[src/rtl/mem_burst_master_if.sv]
// Client-side command/write/read streams and the memory port of mem_burst_master.
// The master modport is the initiator's view; slave is the client/memory side.
interface mem_burst_master_if #(
  parameter int ADDR_WIDTH = 8,
  parameter int DATA_WIDTH = 32,
  parameter int LEN_WIDTH  = 8
);
  logic                  cmd_valid;
  logic                  cmd_ready;
  logic                  cmd_write;
  logic [ADDR_WIDTH-1:0] cmd_addr;
  logic [LEN_WIDTH-1:0]  cmd_len;

  logic                  wr_valid;
  logic                  wr_ready;
  logic [DATA_WIDTH-1:0] wr_data;

  logic                  rd_valid;
  logic                  rd_ready;
  logic [DATA_WIDTH-1:0] rd_data;
  logic                  rd_last;

  logic                  mem_we;
  logic [ADDR_WIDTH-1:0] mem_addr;
  logic [DATA_WIDTH-1:0] mem_wdata;
  logic [DATA_WIDTH-1:0] mem_rdata;

  modport master (
    input  cmd_valid, cmd_write, cmd_addr, cmd_len,
    output cmd_ready,
    input  wr_valid, wr_data,
    output wr_ready,
    output rd_valid, rd_data, rd_last,
    input  rd_ready,
    output mem_we, mem_addr, mem_wdata,
    input  mem_rdata
  );

  modport slave (
    output cmd_valid, cmd_write, cmd_addr, cmd_len,
    input  cmd_ready,
    output wr_valid, wr_data,
    input  wr_ready,
    input  rd_valid, rd_data, rd_last,
    output rd_ready,
    input  mem_we, mem_addr, mem_wdata,
    output mem_rdata
  );
endinterface

[src/rtl/mem_burst_master.sv]
// Burst initiator for a single-port sync memory with a 1-cycle registered read.
// Writes stream straight to the port; reads return through a credit-guarded 4-entry FIFO.
module mem_burst_master #(
  parameter int ADDR_WIDTH = 8,
  parameter int DATA_WIDTH = 32,
  parameter int LEN_WIDTH  = 8
) (
  input  logic               clk,
  input  logic               reset,
  mem_burst_master_if.master bus,
  output logic               busy
);
  localparam logic [ADDR_WIDTH-1:0] ADDR_ONE = 1;
  localparam logic [LEN_WIDTH-1:0]  LEN_ONE  = 1;

  typedef enum logic [1:0] {IDLE, WRITE, READ_ISSUE, READ_DRAIN} state_t;
  state_t state, state_next;

  logic [ADDR_WIDTH-1:0] cur_addr;
  logic [LEN_WIDTH-1:0]  len_q;
  logic [LEN_WIDTH-1:0]  beat_cnt;
  logic [LEN_WIDTH-1:0]  pop_cnt;
  logic                  issue_q;
  logic                  return_q;
  logic [DATA_WIDTH-1:0] fifo_mem [4];
  logic [1:0]            wr_ptr;
  logic [1:0]            rd_ptr;
  logic [2:0]            fifo_count;
  logic [2:0]            credit_used;

  logic cmd_ready, wr_ready, issue;
  logic credit_ok, cmd_fire, wr_fire, pop;
  logic fifo_nonempty, last_beat, rd_last;

  // issue_q: address on the port this cycle; return_q: its data on mem_rdata now.
  assign credit_used   = fifo_count + {2'b00, issue_q} + {2'b00, return_q};
  assign credit_ok     = credit_used <= 3'd3;
  assign fifo_nonempty = fifo_count != 3'd0;
  assign pop           = fifo_nonempty && bus.rd_ready;
  assign last_beat     = beat_cnt == len_q;
  assign cmd_fire      = cmd_ready && bus.cmd_valid;
  assign wr_fire       = wr_ready && bus.wr_valid;
  assign rd_last       = fifo_nonempty && (pop_cnt == len_q);

  assign bus.cmd_ready = cmd_ready;
  assign bus.wr_ready  = wr_ready;
  assign bus.rd_valid  = fifo_nonempty;
  assign bus.rd_data   = fifo_mem[rd_ptr];
  assign bus.rd_last   = rd_last;
  assign busy          = state != IDLE;

  always_ff @(posedge clk or posedge reset) begin
    if (reset) state <= IDLE;
    else       state <= state_next;
  end

  always_comb begin
    state_next = state;
    cmd_ready  = 1'b0;
    wr_ready   = 1'b0;
    issue      = 1'b0;
    case (state)
      IDLE: begin
        cmd_ready = !reset;
        if (!reset && bus.cmd_valid)
          state_next = bus.cmd_write ? WRITE : READ_ISSUE;
      end
      WRITE: begin
        wr_ready = 1'b1;
        if (bus.wr_valid && last_beat) state_next = IDLE;
      end
      READ_ISSUE: begin
        issue = credit_ok;
        if (credit_ok && last_beat) state_next = READ_DRAIN;
      end
      READ_DRAIN: begin
        if (pop && rd_last) state_next = IDLE;
      end
      default: state_next = IDLE;
    endcase
  end

  // Memory port, burst counters and the read-return pipeline.
  always_ff @(posedge clk or posedge reset) begin
    if (reset) begin
      bus.mem_we    <= 1'b0;
      bus.mem_addr  <= '0;
      bus.mem_wdata <= '0;
      cur_addr      <= '0;
      len_q         <= '0;
      beat_cnt      <= '0;
      pop_cnt       <= '0;
      issue_q       <= 1'b0;
      return_q      <= 1'b0;
      wr_ptr        <= '0;
      rd_ptr        <= '0;
      fifo_count    <= '0;
      for (int i = 0; i < 4; i++) fifo_mem[i] <= '0;
    end else begin
      bus.mem_we <= 1'b0;
      if (cmd_fire) begin
        cur_addr <= bus.cmd_addr;
        len_q    <= bus.cmd_len;
        beat_cnt <= '0;
        pop_cnt  <= '0;
      end
      if (wr_fire) begin
        bus.mem_we    <= 1'b1;
        bus.mem_addr  <= cur_addr;
        bus.mem_wdata <= bus.wr_data;
        cur_addr      <= cur_addr + ADDR_ONE;
        beat_cnt      <= beat_cnt + LEN_ONE;
      end
      if (issue) begin
        bus.mem_addr <= cur_addr;
        cur_addr     <= cur_addr + ADDR_ONE;
        beat_cnt     <= beat_cnt + LEN_ONE;
      end
      issue_q  <= issue;
      return_q <= issue_q;
      if (return_q) begin
        fifo_mem[wr_ptr] <= bus.mem_rdata;
        wr_ptr           <= wr_ptr + 2'd1;
      end
      if (pop) begin
        rd_ptr  <= rd_ptr + 2'd1;
        pop_cnt <= pop_cnt + LEN_ONE;
      end
      fifo_count <= fifo_count + {2'b00, return_q} - {2'b00, pop};
    end
  end
endmodule
[src/flat_wrapper.sv]
// flat-port wrapper written by rule: the top's interface ports become plain ports
module mem_burst_master_flat 
#(
  parameter int ADDR_WIDTH = 8,
  parameter int DATA_WIDTH = 32,
  parameter int LEN_WIDTH  = 8
)
  (clk, reset, busy, bus_cmd_valid, bus_cmd_write, bus_cmd_addr, bus_cmd_len, bus_cmd_ready, bus_wr_valid, bus_wr_data, bus_wr_ready, bus_rd_valid, bus_rd_data, bus_rd_last, bus_rd_ready, bus_mem_we, bus_mem_addr, bus_mem_wdata, bus_mem_rdata);
  mem_burst_master_if #(.ADDR_WIDTH(ADDR_WIDTH), .DATA_WIDTH(DATA_WIDTH), .LEN_WIDTH(LEN_WIDTH)) bus_i ();
  input  logic clk;
  input  logic reset;
  output logic busy;
  input wire logic [$bits(bus_i.cmd_valid)-1:0] bus_cmd_valid;
  input wire logic [$bits(bus_i.cmd_write)-1:0] bus_cmd_write;
  input wire logic [$bits(bus_i.cmd_addr)-1:0] bus_cmd_addr;
  input wire logic [$bits(bus_i.cmd_len)-1:0] bus_cmd_len;
  output wire logic [$bits(bus_i.cmd_ready)-1:0] bus_cmd_ready;
  input wire logic [$bits(bus_i.wr_valid)-1:0] bus_wr_valid;
  input wire logic [$bits(bus_i.wr_data)-1:0] bus_wr_data;
  output wire logic [$bits(bus_i.wr_ready)-1:0] bus_wr_ready;
  output wire logic [$bits(bus_i.rd_valid)-1:0] bus_rd_valid;
  output wire logic [$bits(bus_i.rd_data)-1:0] bus_rd_data;
  output wire logic [$bits(bus_i.rd_last)-1:0] bus_rd_last;
  input wire logic [$bits(bus_i.rd_ready)-1:0] bus_rd_ready;
  output wire logic [$bits(bus_i.mem_we)-1:0] bus_mem_we;
  output wire logic [$bits(bus_i.mem_addr)-1:0] bus_mem_addr;
  output wire logic [$bits(bus_i.mem_wdata)-1:0] bus_mem_wdata;
  input wire logic [$bits(bus_i.mem_rdata)-1:0] bus_mem_rdata;
  assign bus_i.cmd_valid = bus_cmd_valid;
  assign bus_i.cmd_write = bus_cmd_write;
  assign bus_i.cmd_addr = bus_cmd_addr;
  assign bus_i.cmd_len = bus_cmd_len;
  assign bus_cmd_ready = bus_i.cmd_ready;
  assign bus_i.wr_valid = bus_wr_valid;
  assign bus_i.wr_data = bus_wr_data;
  assign bus_wr_ready = bus_i.wr_ready;
  assign bus_rd_valid = bus_i.rd_valid;
  assign bus_rd_data = bus_i.rd_data;
  assign bus_rd_last = bus_i.rd_last;
  assign bus_i.rd_ready = bus_rd_ready;
  assign bus_mem_we = bus_i.mem_we;
  assign bus_mem_addr = bus_i.mem_addr;
  assign bus_mem_wdata = bus_i.mem_wdata;
  assign bus_i.mem_rdata = bus_mem_rdata;
  mem_burst_master #(.ADDR_WIDTH(ADDR_WIDTH), .DATA_WIDTH(DATA_WIDTH), .LEN_WIDTH(LEN_WIDTH)) u_core (.clk(clk), .reset(reset), .bus(bus_i), .busy(busy));
endmodule
[config.mk]
export PLATFORM = sky130hd
export DESIGN_NAME = mem_burst_master_flat
export DESIGN_NICKNAME = d
export VERILOG_FILES = /design/src/rtl/mem_burst_master_if.sv /design/src/rtl/mem_burst_master.sv /design/src/flat_wrapper.sv
export SDC_FILE = /design/constraint.sdc
export NUM_CORES = 1
export LEC_CHECK = 0
export CAP_MARGIN = 20
export CORE_MARGIN = 8
export CORE_UTILIZATION = 55
export DETAILED_ROUTE_END_ITERATION = 16
export GPL_TIMING_DRIVEN = 0
export PLACE_DENSITY_LB_ADDON = 0.12
export SLEW_MARGIN = 30
export SYNTH_ARGS = -nofsm -noshare
export SYNTH_HDL_FRONTEND = slang
export SYNTH_SLANG_ARGS = --single-unit
[constraint.sdc]
create_clock -name clk -period 13.4 [get_ports clk]
set_input_delay 2.68 -clock clk [delete_from_list [all_inputs] [get_ports clk]]
set_output_delay 2.68 -clock clk [all_outputs]
set_load 0.02 [all_outputs]
# Word level (Yosys, flattened, before mapping)
# Cells that the tools add are included.
[word_totals]
reg_bits = 212
latch_bits = 0
ram_bits = 0
mem_bits_ro = 0
n_memories = 0
[classes]
n_addsub = 9
mul = 0
div_mod_pow = 0
n_lt_le_gt_ge = 4
eq_ne = 9
shifts = 0
mux = 25
n_bitwise = 2
reduce_logical = 17
[op_table]
columns = ["op", "count"]
rows = [
  ["$bwmux 128", 1],
  ["$mux 32", 3],
  ["$mux 8", 9],
  ["$bmux 32 s2", 1],
  ["$demux 32 s2", 1],
  ["$add 8x1->8 const B", 3],
  ["$eq 8x8->1", 2],
  ["$mux 2", 5],
  ["$add 3x1->3", 3],
  ["$logic_and 1x1->1", 9],
  ["$ne 2x1->1 const B", 4],
  ["$pmux 2 s4", 1],
  ["$ge 3x3->1 const B", 2],
  ["$not 2->3", 2],
  ["$reduce_bool 2->1", 3],
  ["$reduce_bool 3->1", 2],
  ["$add 2x1->2 const B", 2],
  ["$eq 2x2->1 const B", 2],
  ["$mux 1", 4],
  ["$reduce_and 4->1", 1],
  ["$le 3x2->1 const B", 1],
  ["$lt 3x1->1 const B", 1],
  ["$sub 3x1->3", 1],
  ["$eq 2x1->1 const B", 1],
  ["other kinds (2)", 2],
]

# Logic depth before layout (Yosys ltp)
[depth]
ltp_word = 6
mapped_depth = 11
mapped_depth_nobuf = 9

# Least setup slack after synthesis
# Ideal clock, no wire load.
[synth_path]
path_kind = "input to register"
start = "in reset"
end = "reg u_core.state[1]"
setup_time_ps = 100
arrival_time_ps = 7592
required_time_ps = 13300
setup_slack_ps = 5708
cell_stages = 3
n_path_buf = 0
cell_sequence = "inv_1 a31oi_1 o22ai_1"
[synth_between]
elab_chain_len = 4
[synth_lines]
columns = ["element", "line_no", "source"]
rows = [
  ["start: declaration", "flat_wrapper.sv:11", "input logic reset;"],
  ["$logic_not 1->1 (no line)", "n/a", ""],
  ["$logic_and 1x1->1", "mem_burst_master.sv:65", "if (!reset && bus.cmd_valid)"],
  ["$ne 2x1->1 (no line)", "n/a", ""],
  ["$reduce_and 4->1 (no line)", "n/a", ""],
  ["end signal: assignment", "mem_burst_master.sv:54", "else state <= state_next;"],
  ["end: declaration", "mem_burst_master.sv:17", "state_t state, state_next;"],
]
# No other way between the ends.
# A chain may end at the register's enable or synchronous reset.

# Worst setup path after layout
[layout_path]
start = "in reset"
end = "out bus_cmd_ready"
[layout_between]
elab_chain_len = 2
[layout_lines]
columns = ["element", "line_no", "source"]
rows = [
  ["$logic_not 1->1 (no line)", "n/a", ""],
  ["$mux 1", "mem_burst_master.sv:62", "case (state)"],
  ["end: declaration", "flat_wrapper.sv:17", "output wire logic [$bits(bus_i.cmd_ready)-1:0] bus_cmd_ready;"],
]
# No other way between the ends.

==> impl_metrics.py <==
metrics = {
    "sta": {
        "tightest_slew_ps": 871,
        "maxSlewViolCount": 0,
        "rsz0062_at_grt": "no",
        "finalSetupTns_ps": 0,
        "fin_crit_ps": 6690,
        "setup_slack_ps": 6710,
        "report.final.hold_viol_count": 0,
        "fmax_mhz": 149,
        "relSlewSlack_pct": 41.8,
        "period_share_pct": 50.0,
        "fin_skew_ps": 9.34,
        "setup_viol_count_final": 0,
    },
    "finish": {
        "design_area_sq_um": 12000,
        "final_common_cell": "dfrtp_1",
        "seqCellArea_sq_um": 5310,
        "nFillCells": 1152,
        "nNetsFinal": 1013,
        "stdcell_count": 1150,
        "final_cell_mix": "dfrtp_1, nand2_1, clkdlybuf4s50_1",
        "area_growth_pct": 28.6,
        "final_core_util_pct": 72.5,
        "multi_input_area_sq_um": 3820,
        "drive_gt1_share_pct": 23.0,
        "antennaDiodeCount": 0,
    },
    "outcome": {
        "status": "completed",
    },
    "yosys": {
        "ys_async_sr_fraction_pct": 100,
        "synth_top_cell_by_area": "dfrtp_1",
        "synth_compound_area_share_pct": 3.34,
        "synth-edff-count": 0,
        "synth_cells": 725,
        "syn_area_sq_um": 9350,
        "ys.flop_type": "dfrtp_1",
        "yosys.area.top_type_share_pct": 56.7,
        "synthesis.nets": 823,
        "synthSimpleGateAreaFrac_pct": 9.85,
        "yosys-top-cells-area": "dfrtp_1, mux2_2, mux4_2",
        "synthMuxAreaShare_pct": 23.8,
        "ys_seq_area_share_pct": 56.7,
        "ys_ff_latch": 212,
        "synthXorXnorAreaFrac_pct": 2.15,
        "synthAdderAreaFrac_pct": 1.77,
        "ys_warn_count": 0,
        "yosysUniqueCellTypes": 51,
        "synth_area_per_cell_sq_um": 12.9,
        "synth_top_family_by_area": "multiplexers",
    },
    "grt": {
        "grt_pass1_vias": 7025,
        "grt_pass1_wl_um": 35300,
        "grt_max_degree": 92,
        "grt_overflow": 0,
        "track_usage_pct": 20.1,
        "grt_antenna_before_repair": 0,
    },
    "cts": {
        "cts_root_buffer": "clkbuf_16",
        "clock_latency_ps": 500,
        "cts_buffers": 23,
        "clock_path_buffers": 3,
        "clkTransAtPathRegs_ps": 60,
        "ctsHtreeMaxLevel": 1,
        "cts_sinks": 212,
        "cts_tree": "built",
        "post_cts_buffers": 0,
        "cts_resized": 0,
        "cts_hold_buf": 0,
    },
    "worst_setup_path": {
        "crit_start": "reset",
        "required_ps": 10720,
        "startpoint_type": "input pin",
        "crit_fanout": 4,
        "worstPathArrival_ps": 4010,
        "cp-end-kind": "primary output",
        "critical_path_class": "in2out",
        "reg2reg_from": "u_core.return_q",
    },
    "placed_design": {
        "pre_cts_ws_ps": 6700,
        "place_area_sq_um": 11300,
        "dpl.hpwl_um": 15500,
        "placedCellCount": 1110,
        "finalWeightedCongestion": 0.849,
        "port_buffers": 163,
    },
    "floorplan": {
        "rows": 47,
        "fp.dieW_um": 146,
        "core_region_area_sq_um": 16600,
        "pin_count": 164,
        "die-area_sq_um": 21400,
        "die_h_um": 146,
        "start_util_pct": 56.4,
    },
    "worst_hold_path": {
        "hold_class": "reg2reg",
        "hp-start": "u_core.issue_q",
    },
    "drt": {
        "dr.pass1.iters": 4,
        "vias_per_cell": 5.49,
        "wire_per_inst_um": 18.7,
        "remaining_drc_errors": 0,
        "vias": 6310,
        "drtAntennaViolNets": 0,
        "drt_iter0_drc": 285,
        "routed_wirelength_um": 21500,
    },
    "run": {
        "max_cap_violations": 0,
    },
    "power_and_ir_drop": {
        "p_per_area_nw_per_um2": 260,
        "power.leakage_uw": 0.00525,
        "vdd_drop_max_uv": 160,
    },
}
Yosys cell counts (all sizes together) (2+ instances only):
cell type	n
mux2	128
clkbuf	14
fa	2
dfrtp	212
o31ai	2
o211ai	2
ha	10
xnor2	20
nor3	4
nor2	6
a31oi	3
nand3	9
and4	2
a21oi	2
o21ai	18
mux2i	6
nor3b	2
a221o	3
nand2	170
mux4	32
buf	22
xor2	3
nand4	7
o21a	4
inv	17
and3	6
layout make-up:
class	count	area share [%]
Tap cell	220	2.29
Clock buffer	32	5.23
Sequential cell	212	44.1
Clock inverter	8	0.614
Timing Repair Buffer	165	14.0
Multi-Input combinational cell	460	31.8
Inverter	17	0.593
Buffer	36	1.33
layer usage:
layer	global-route usage, %	routed length (um)
met1	24.0	8620
met2	34.0	10700
met3	6.67	1730
met4	5.92	507
met5	0	0
through the flow:
| stage | total power [uW] | hold WS, ps |
|---|---|---|
| 6_report | 3130 | 372 |
| 5_1_grt | 3310 | 391 |
| 4_1_cts | 3160 | 376 |
| 3_5_place_dp | 2560 | 362 |
| 3_3_place_gp | 2490 | 364 |
| 2_1_floorplan | 2000 | 354 |
path summary, 6_finish.rpt:
kind	slack (ps)	endpoint	cells after the start
worst max-delay path	6710	bus_cmd_ready	3
min in group asynchronous	2710	u_core.bus.mem_addr[1]	2
worst min register to register	370	u_core.return_q	0
worst min-delay path	370	u_core.return_q	0
max in group asynchronous	9550	u_core.fifo_mem[108]	4
worst max register to register	10640	u_core.cur_addr[1]	11
report_power, final:
group / internal [uW] / total, uW / leakage [uW] / switching, uW
sequential: 938 / 1120 / 0.00257 / 178
clock: 347 / 589 / 0.000341 / 242
combinational: 751 / 1420 / 0.00234 / 670
state kept, by name, summed over array words and instances, names as in the netlist, 2 cells and up:
signal / cells
u_core.fifo_mem: 128
u_core.bus.mem_wdata: 32
u_core.beat_cnt: 8
u_core.bus.mem_addr: 8
u_core.cur_addr: 8
u_core.len_q: 8
u_core.pop_cnt: 8
u_core.fifo_count: 3
u_core.rd_ptr: 2
u_core.state: 2
u_core.wr_ptr: 2
worst max-delay path, cell delays in order:
cell and delay (ps):
clkdlybuf4s50_1 560, nor2_1 150, clkdlybuf4s50_1 620
kinds of logic after synthesis:
kind of cell | Yosys count
buffers and inverters | 53
DFF | 212
muxes | 166
xor gates and xnor gates | 23
AOI/OAI and AO/OA | 43
and+or+nand+nor | 216
adders and majority gates | 12
Note: power is estimated with default switching activity, not from simulation.
